==> config.mk <==
export PLATFORM = sky130hd
export DESIGN_NAME = mouse_tracker_param
export DESIGN_NICKNAME = d
export VERILOG_FILES = /design/src/rtl/mouse_tracker_param.sv
export SDC_FILE = /design/constraint.sdc
export NUM_CORES = 1
export LEC_CHECK = 0
export CAP_MARGIN = 30
export CORE_ASPECT_RATIO = 1.2
export CORE_UTILIZATION = 58
export DETAILED_ROUTE_END_ITERATION = 10
export MAX_ROUTING_LAYER = met4
export PLACE_DENSITY = 0.87
export SYNTH_ARGS = -nofsm -noshare
export SYNTH_HDL_FRONTEND = slang
export SYNTH_SLANG_ARGS = --single-unit
==> constraint.sdc <==
create_clock -name clk -period 8.1 [get_ports clk]
set_clock_uncertainty 0.15 [all_clocks]
set_input_delay 2.025 -clock clk [delete_from_list [all_inputs] [get_ports clk]]
set_output_delay 2.025 -clock clk [all_outputs]
set_load 0.05 [all_outputs]
==> src/rtl/mouse_tracker_param.sv <==
// Cursor tracker that sits between the ps2_mouse decoder and the game logic.
// Integrates PS/2 motion packets into a clamped screen position, maps the
// position onto a block grid, generates click pulses, and detects an
// N-consecutive-right-click cheat gesture that expires after a timeout.
// Ports:
//   clk, rst            : clock, synchronous active-high reset
//   pkt_*               : decoded packet fields, valid while pkt_valid=1
//   freeze              : hold cursor, count and timeout; suppress pulses
//   recenter            : move the cursor to screen centre
//   mouse_x/mouse_y     : cursor position
//   mouse_inblock/_x/_y : grid hit flag and block coordinates
//   l_click/r_click     : one-cycle press pulses
//   l_held              : stored left-button level
//   cheat_activate      : one-cycle pulse when the gesture completes
module mouse_tracker_param #(
  parameter int unsigned SCREEN_W      = 640,
  parameter int unsigned SCREEN_H      = 480,
  parameter int unsigned SPEED_SHIFT   = 0,
  parameter int unsigned GRID_X0       = 64,
  parameter int unsigned GRID_Y0       = 0,
  parameter int unsigned BLOCK_W       = 32,
  parameter int unsigned BLOCK_H       = 60,
  parameter int unsigned GRID_COLS     = 18,
  parameter int unsigned GRID_ROWS     = 8,
  parameter int unsigned CHEAT_CLICKS  = 4,
  parameter int unsigned CHEAT_TIMEOUT = 50000000
) (
  input  logic       clk,
  input  logic       rst,
  input  logic       pkt_valid,
  input  logic [7:0] pkt_x,
  input  logic       pkt_x_sign,
  input  logic       pkt_x_ov,
  input  logic [7:0] pkt_y,
  input  logic       pkt_y_sign,
  input  logic       pkt_y_ov,
  input  logic       pkt_l,
  input  logic       pkt_r,
  input  logic       freeze,
  input  logic       recenter,
  output logic [9:0] mouse_x,
  output logic [8:0] mouse_y,
  output logic       mouse_inblock,
  output logic [4:0] mouse_block_x,
  output logic [2:0] mouse_block_y,
  output logic       l_click,
  output logic       r_click,
  output logic       l_held,
  output logic       cheat_activate
);

  localparam int unsigned TMO_W = (CHEAT_TIMEOUT < 2) ? 1 : $clog2(CHEAT_TIMEOUT + 1);
  localparam int unsigned CNT_W = 3;
  localparam logic [9:0]  CX = 10'(SCREEN_W / 2);
  localparam logic [8:0]  CY = 9'(SCREEN_H / 2);
  localparam logic signed [12:0] X_MAX = 13'(SCREEN_W - 1);
  localparam logic signed [12:0] Y_MAX = 13'(SCREEN_H - 1);
  localparam logic [TMO_W-1:0] TMO_LIMIT = TMO_W'(CHEAT_TIMEOUT);
  localparam logic [CNT_W-1:0] CNT_FIRE  = CNT_W'(CHEAT_CLICKS);

  // Map a pixel to {inblock, block_x, block_y}; quotient found by a compare chain.
  function automatic logic [8:0] map_blk(input logic [9:0] x, input logic [8:0] y);
    logic       inb;
    logic [4:0] bx;
    logic [2:0] by;
    int         xo;
    int         yo;
    xo  = int'(x) - int'(GRID_X0);
    yo  = int'(y) - int'(GRID_Y0);
    bx  = '0;
    by  = '0;
    inb = (xo >= 0) && (xo < int'(GRID_COLS * BLOCK_W)) &&
          (yo >= 0) && (yo < int'(GRID_ROWS * BLOCK_H));
    if (inb) begin
      for (int k = 1; k < int'(GRID_COLS); k++)
        if (xo >= k * int'(BLOCK_W)) bx = 5'(k);
      for (int k = 1; k < int'(GRID_ROWS); k++)
        if (yo >= k * int'(BLOCK_H)) by = 3'(k);
    end
    return {inb, bx, by};
  endfunction

  logic                 r_lvl;
  logic [CNT_W-1:0]     cnt_q;
  logic [TMO_W-1:0]     tmo_q;

  logic signed [12:0]   dx_c, dy_c, nx_c, ny_c;
  logic [9:0]           x_mv_c;
  logic [8:0]           y_mv_c;
  logic                 l_press_c, r_press_c, tmo_hit_c, cheat_c;
  logic [CNT_W-1:0]     cnt_c, base_c, inc_c;
  logic [TMO_W-1:0]     tmo_c;

  // Scaled motion deltas; an overflowed axis contributes nothing. Screen y grows downward.
  always_comb begin
    dx_c = '0;
    dy_c = '0;
    if (!pkt_x_ov) dx_c = $signed({{4{pkt_x_sign}}, pkt_x_sign, pkt_x}) <<< SPEED_SHIFT;
    if (!pkt_y_ov) dy_c = -($signed({{4{pkt_y_sign}}, pkt_y_sign, pkt_y}) <<< SPEED_SHIFT);
    nx_c = $signed({3'b000, mouse_x}) + dx_c;
    ny_c = $signed({4'b0000, mouse_y}) + dy_c;
    if (nx_c < 13'sd0)      x_mv_c = '0;
    else if (nx_c > X_MAX)  x_mv_c = 10'(X_MAX);
    else                    x_mv_c = nx_c[9:0];
    if (ny_c < 13'sd0)      y_mv_c = '0;
    else if (ny_c > Y_MAX)  y_mv_c = 9'(Y_MAX);
    else                    y_mv_c = ny_c[8:0];
  end

  // Press detection and cheat counter next state; a left press beats a right press.
  always_comb begin
    l_press_c = pkt_valid & pkt_l & ~l_held;
    r_press_c = pkt_valid & pkt_r & ~r_lvl;
    tmo_hit_c = (cnt_q != '0) && (tmo_q == TMO_LIMIT);
    cnt_c     = cnt_q;
    tmo_c     = tmo_q;
    cheat_c   = 1'b0;
    base_c    = tmo_hit_c ? '0 : cnt_q;
    inc_c     = base_c + CNT_W'(1);
    if (!freeze) begin
      if (l_press_c) begin
        cnt_c = '0;
        tmo_c = '0;
      end else if (r_press_c) begin
        tmo_c = '0;
        if (inc_c == CNT_FIRE) begin
          cnt_c   = '0;
          cheat_c = 1'b1;
        end else begin
          cnt_c = inc_c;
        end
      end else if (tmo_hit_c) begin
        cnt_c = '0;
        tmo_c = '0;
      end else if (cnt_q != '0) begin
        tmo_c = tmo_q + TMO_W'(1);
      end
    end
  end

  always_ff @(posedge clk) begin
    if (rst) begin
      mouse_x        <= CX;
      mouse_y        <= CY;
      {mouse_inblock, mouse_block_x, mouse_block_y} <= map_blk(CX, CY);
      l_click        <= 1'b0;
      r_click        <= 1'b0;
      l_held         <= 1'b0;
      r_lvl          <= 1'b0;
      cheat_activate <= 1'b0;
      cnt_q          <= '0;
      tmo_q          <= '0;
    end else begin
      if (!freeze) begin
        if (recenter) begin
          mouse_x <= CX;
          mouse_y <= CY;
        end else if (pkt_valid) begin
          mouse_x <= x_mv_c;
          mouse_y <= y_mv_c;
        end
      end
      {mouse_inblock, mouse_block_x, mouse_block_y} <= map_blk(mouse_x, mouse_y);
      // Levels track every packet, even frozen ones, so unfreezing makes no false edge.
      if (pkt_valid) begin
        l_held <= pkt_l;
        r_lvl  <= pkt_r;
      end
      l_click        <= l_press_c & ~freeze;
      r_click        <= r_press_c & ~freeze;
      cheat_activate <= cheat_c;
      cnt_q          <= cnt_c;
      tmo_q          <= tmo_c;
    end
  end

endmodule
==> implementation parameters <==
Parameter                              Value

Outcome
  Status    complete, no violations

Routing
  Number of design-rule violations left by the first detailed-router iteration    235
  Total via count after detailed routing    4361
  Drt first pass iters    5
  Final Routed Wirelength    10800 um
  Residual antenna-violating net count after detailed routing    0
  Average routed wire per standard cell    15.2 um
  Vias per Instance    6.12
  DRC viols    0

Floorplan
  Row count    34
  Die W    81.9 um
  Die area    8020 um2
  Number of top-level design ports    59
  Core area    7320 um2
  Height of the chip    97.9 um
  Initial core utilization    60.8%

Layout
  ANT cells    0
  Final design utilization    71.6%
  Multi-input logic area    3030 um2
  Fill count    587
  P&R area growth vs syn    17.9%
  Sequential Area    1240 um2
  Final Non-Filler Cells    713
  Share of layout cells above drive strength 1    3.69%
  Number of nets at the end of the flow    677

Setup path
  Startpoint Class    input pin
  Stages on the worst setup path    10
  Crit. Startpoint    pkt_y[3]
  Cell at the slowest stage of the critical path    o311ai_0
  Arrival time reported for the critical path endpoint    5.66 ns
  Slack of the worst reg-to-reg path    4.74 ns
  Endpoint kind of the worst setup timing path    register
  Crit Path Max Fanout    6
  Largest stage delay on the critical path    0.78 ns
  Ordered list of cells on the worst path    clkdlybuf4s50_1 > or4_1 > or3_1 > and3b_1 > ha_1 > o21a_1 > o22ai_1 > o311ai_0 > nand2_1 > a221oi_1
  Top delay family on crit path    simple AND/OR/NAND/NOR gates
  Depth of the worst register-to-register path    9
  Capturing element of the worst setup path    mouse_y[3]
  Worst reg2reg path endpoint    cnt_q[1]
  Startpoint of the worst-slack reg-to-reg timing path    tmo_q[9]
  Type of the setup path with the least slack    input pin to register
  Buffers plus inverters on the worst setup path    1
  Worst EP required    8.18 ns

Yosys
  Nets in the synthesized netlist    626
  Cell area after technology mapping    4450 um2
  Fraction of the yosys area taken by sequential cells    27.9%
  Number of storage elements in the synthesis netlist    62
  Most used flip-flop cell after synthesis    dfxtp_1
  Number of distinct library cell variants in the gate-level netlist after synthesis    65
  Avg Cell Area, Syn    7.84 um2
  Warning count from the yosys run    0
  Synth Instances    567
  Post-synth EDFFs    0
  Share of flip-flops with an asynchronous set or reset    0%

Power
  Static Leak    2.06 nW
  Worst IR Drop VDD    135 uV
  PD cells    145 nW/um2
  Switching part of the total    33.7%
  Flop pwr share    42.9%
  Relative contribution of the clock network to total power    31.7%
  Overall power after layout    0.760 mW
  Power Internal    0.503 mW
  Share of power burned in combinational logic    25.4%
  Switching power summed over all nets    0.256 mW

Clock tree
  Post-cts resize count    0
  Clock tree from TritonCTS    done
  Root buffer cell    clkbuf_8
  Setup bufs post-CTS    0
  Total of hold buffers inserted after clock tree synthesis    0
  Insertion delay of the later-clocked pin in the worst-skew pair    0.33 ns
  Number of buffers on the longest clock path    2
  Number of clock sinks seen by CTS    62
  Worst-path clk slew    0.07 ns
  Clock buffer count from CTS    9
  Clock H-tree levels    3

STA
  TNS Setup    0 ns
  Number of failing hold endpoints at the final stage    0
  Max-slew violation count    0
  Setup repair after global routing missed its margin    no
  Fin crit period    5.58 ns
  Setup-violating endpoint count in the final report    0
  Highest attainable clock frequency    0.179 GHz
  Actual transition at the worst max-transition pin    0.848 ns
  Worst rel slew slack    42.8%
  PnR worst setup slack    2.52 ns
  Share of the cycle needed by the critical path after routing    68.8%

Run
  Number of max-cap violations    0

Placement
  Buffers on Ports    58
  Setup Slack @ Placement    2.22 ns
  Number of instances in the placed design    696
  Gp weighted congestion    0.939
  Post-detail-place hpwl    8120 um

Global routing
  First-pass GRT wire length    18300 um
  Initial antenna violation count    0
  Overall overflow remaining after global route    0
  Maximum number of pins on one net before global-route repair    27
  Number of global-route vias before repair    4238
  Total track usage    29.4%

Worst hold path
  Worst min path class    register to register
==> cells in the mapped netlist, types with 5 or more instances <==
library cell	instances	area (um2)
a211o_1	6	52.6
clkbuf_1	17	63.8
mux2i_1	6	60.1
nand3_1	19	95.1
nand2_1	49	184
o21ai_0	23	115
and2_1	5	31.3
o211ai_1	6	45.0
ha_1	30	375
nand2b_1	6	37.5
xor2_1	19	166
a21oi_1	28	140
nor2b_1	16	100
xnor2_1	27	236
a221oi_1	12	105
a21o_1	10	75.1
nor3_1	14	70.1
o21a_1	7	52.6
dfxtp_1	62	1240
nand4_1	9	56.3
inv_1	21	78.8
and3_1	7	43.8
a211oi_1	8	60.1
or3_1	6	37.5
nor2_1	80	300
==> power groups by stage <==
stage	Sequential [mW]	Combinational (mW)	Clock [mW]
final	0.326	0.193	0.241
after global routing	0.327	0.211	0.260
after CTS	0.326	0.191	0.244
after detailed placement	0.333	0.190	0
after global placement	0.332	0.184	0
after floorplan	0.353	0.114	0
==> worst min-delay path, stage by stage, from the launching register on <==
cell and delay, ns:
dfxtp_1 0.34, mux2i_1 0.07, nor2_1 0.08
==> placed cells by master (no fill, tap or decap), types with 21 or more instances in the layout <==
cell type	n
o21ai_0	23
inv_1	21
a21oi_1	28
xnor2_1	27
nand2_1	49
nor2_1	80
clkdlybuf4s50_1	58
ha_1	30
dfxtp_1	62
==> stage by stage <==
step	instance area, um2	hold WS [ns]
after floorplan	4450	0.311
after global placement	5050	0.327
after detailed placement	5060	0.353
after CTS	5230	0.371
after global routing	5240	0.398
final	5240	0.370
==> worst min-delay path by stage <==
stage | startpoint | endpoint | slack, ns | depth (start not counted)
finish | r_lvl | r_lvl | 0.37 | 2
global route | cnt_q[2] | cnt_q[2] | 0.40 | 2
CTS | r_lvl | r_lvl | 0.37 | 2
detailed placement | r_lvl | r_lvl | 0.35 | 2
global placement | r_lvl | r_lvl | 0.33 | 2
floorplan | r_lvl | r_lvl | 0.31 | 2
==> logic make-up after synthesis <==
family | synth area share [%]
compound gates | 22.0
xor+xnor | 9.06
fa+ha+maj | 9.57
buf+inv | 3.97
flops | 27.9
mux | 1.35
simple gates | 26.1
==> state kept, by name, indices dropped and copies added (netlist names), 3 cells and up <==
register / cells
cnt_q: 3
mouse_block_x: 5
mouse_block_y: 3
mouse_x: 10
mouse_y: 9
tmo_q: 26
==> layer usage <==
metal	track usage, %	vias up	part of all wire [%]
met5	-	-	0
met1	31.9	2040	41
met4	13.4	0	2.6
met3	6.17	23	5.0
li1	-	2176	-
met2	50.0	122	51
==> area by class of cell <==
cell class,instances,share of cell area [%]
Clock inverter,7,0.955
Clock buffer,9,2.36
Sequential cell,62,23.7
Timing Repair Buffer,61,11.5
Tap cell,90,2.15
Multi-Input combinational cell,462,57.8
Inverter,22,1.58
Power figures use the tool's default switching activity.
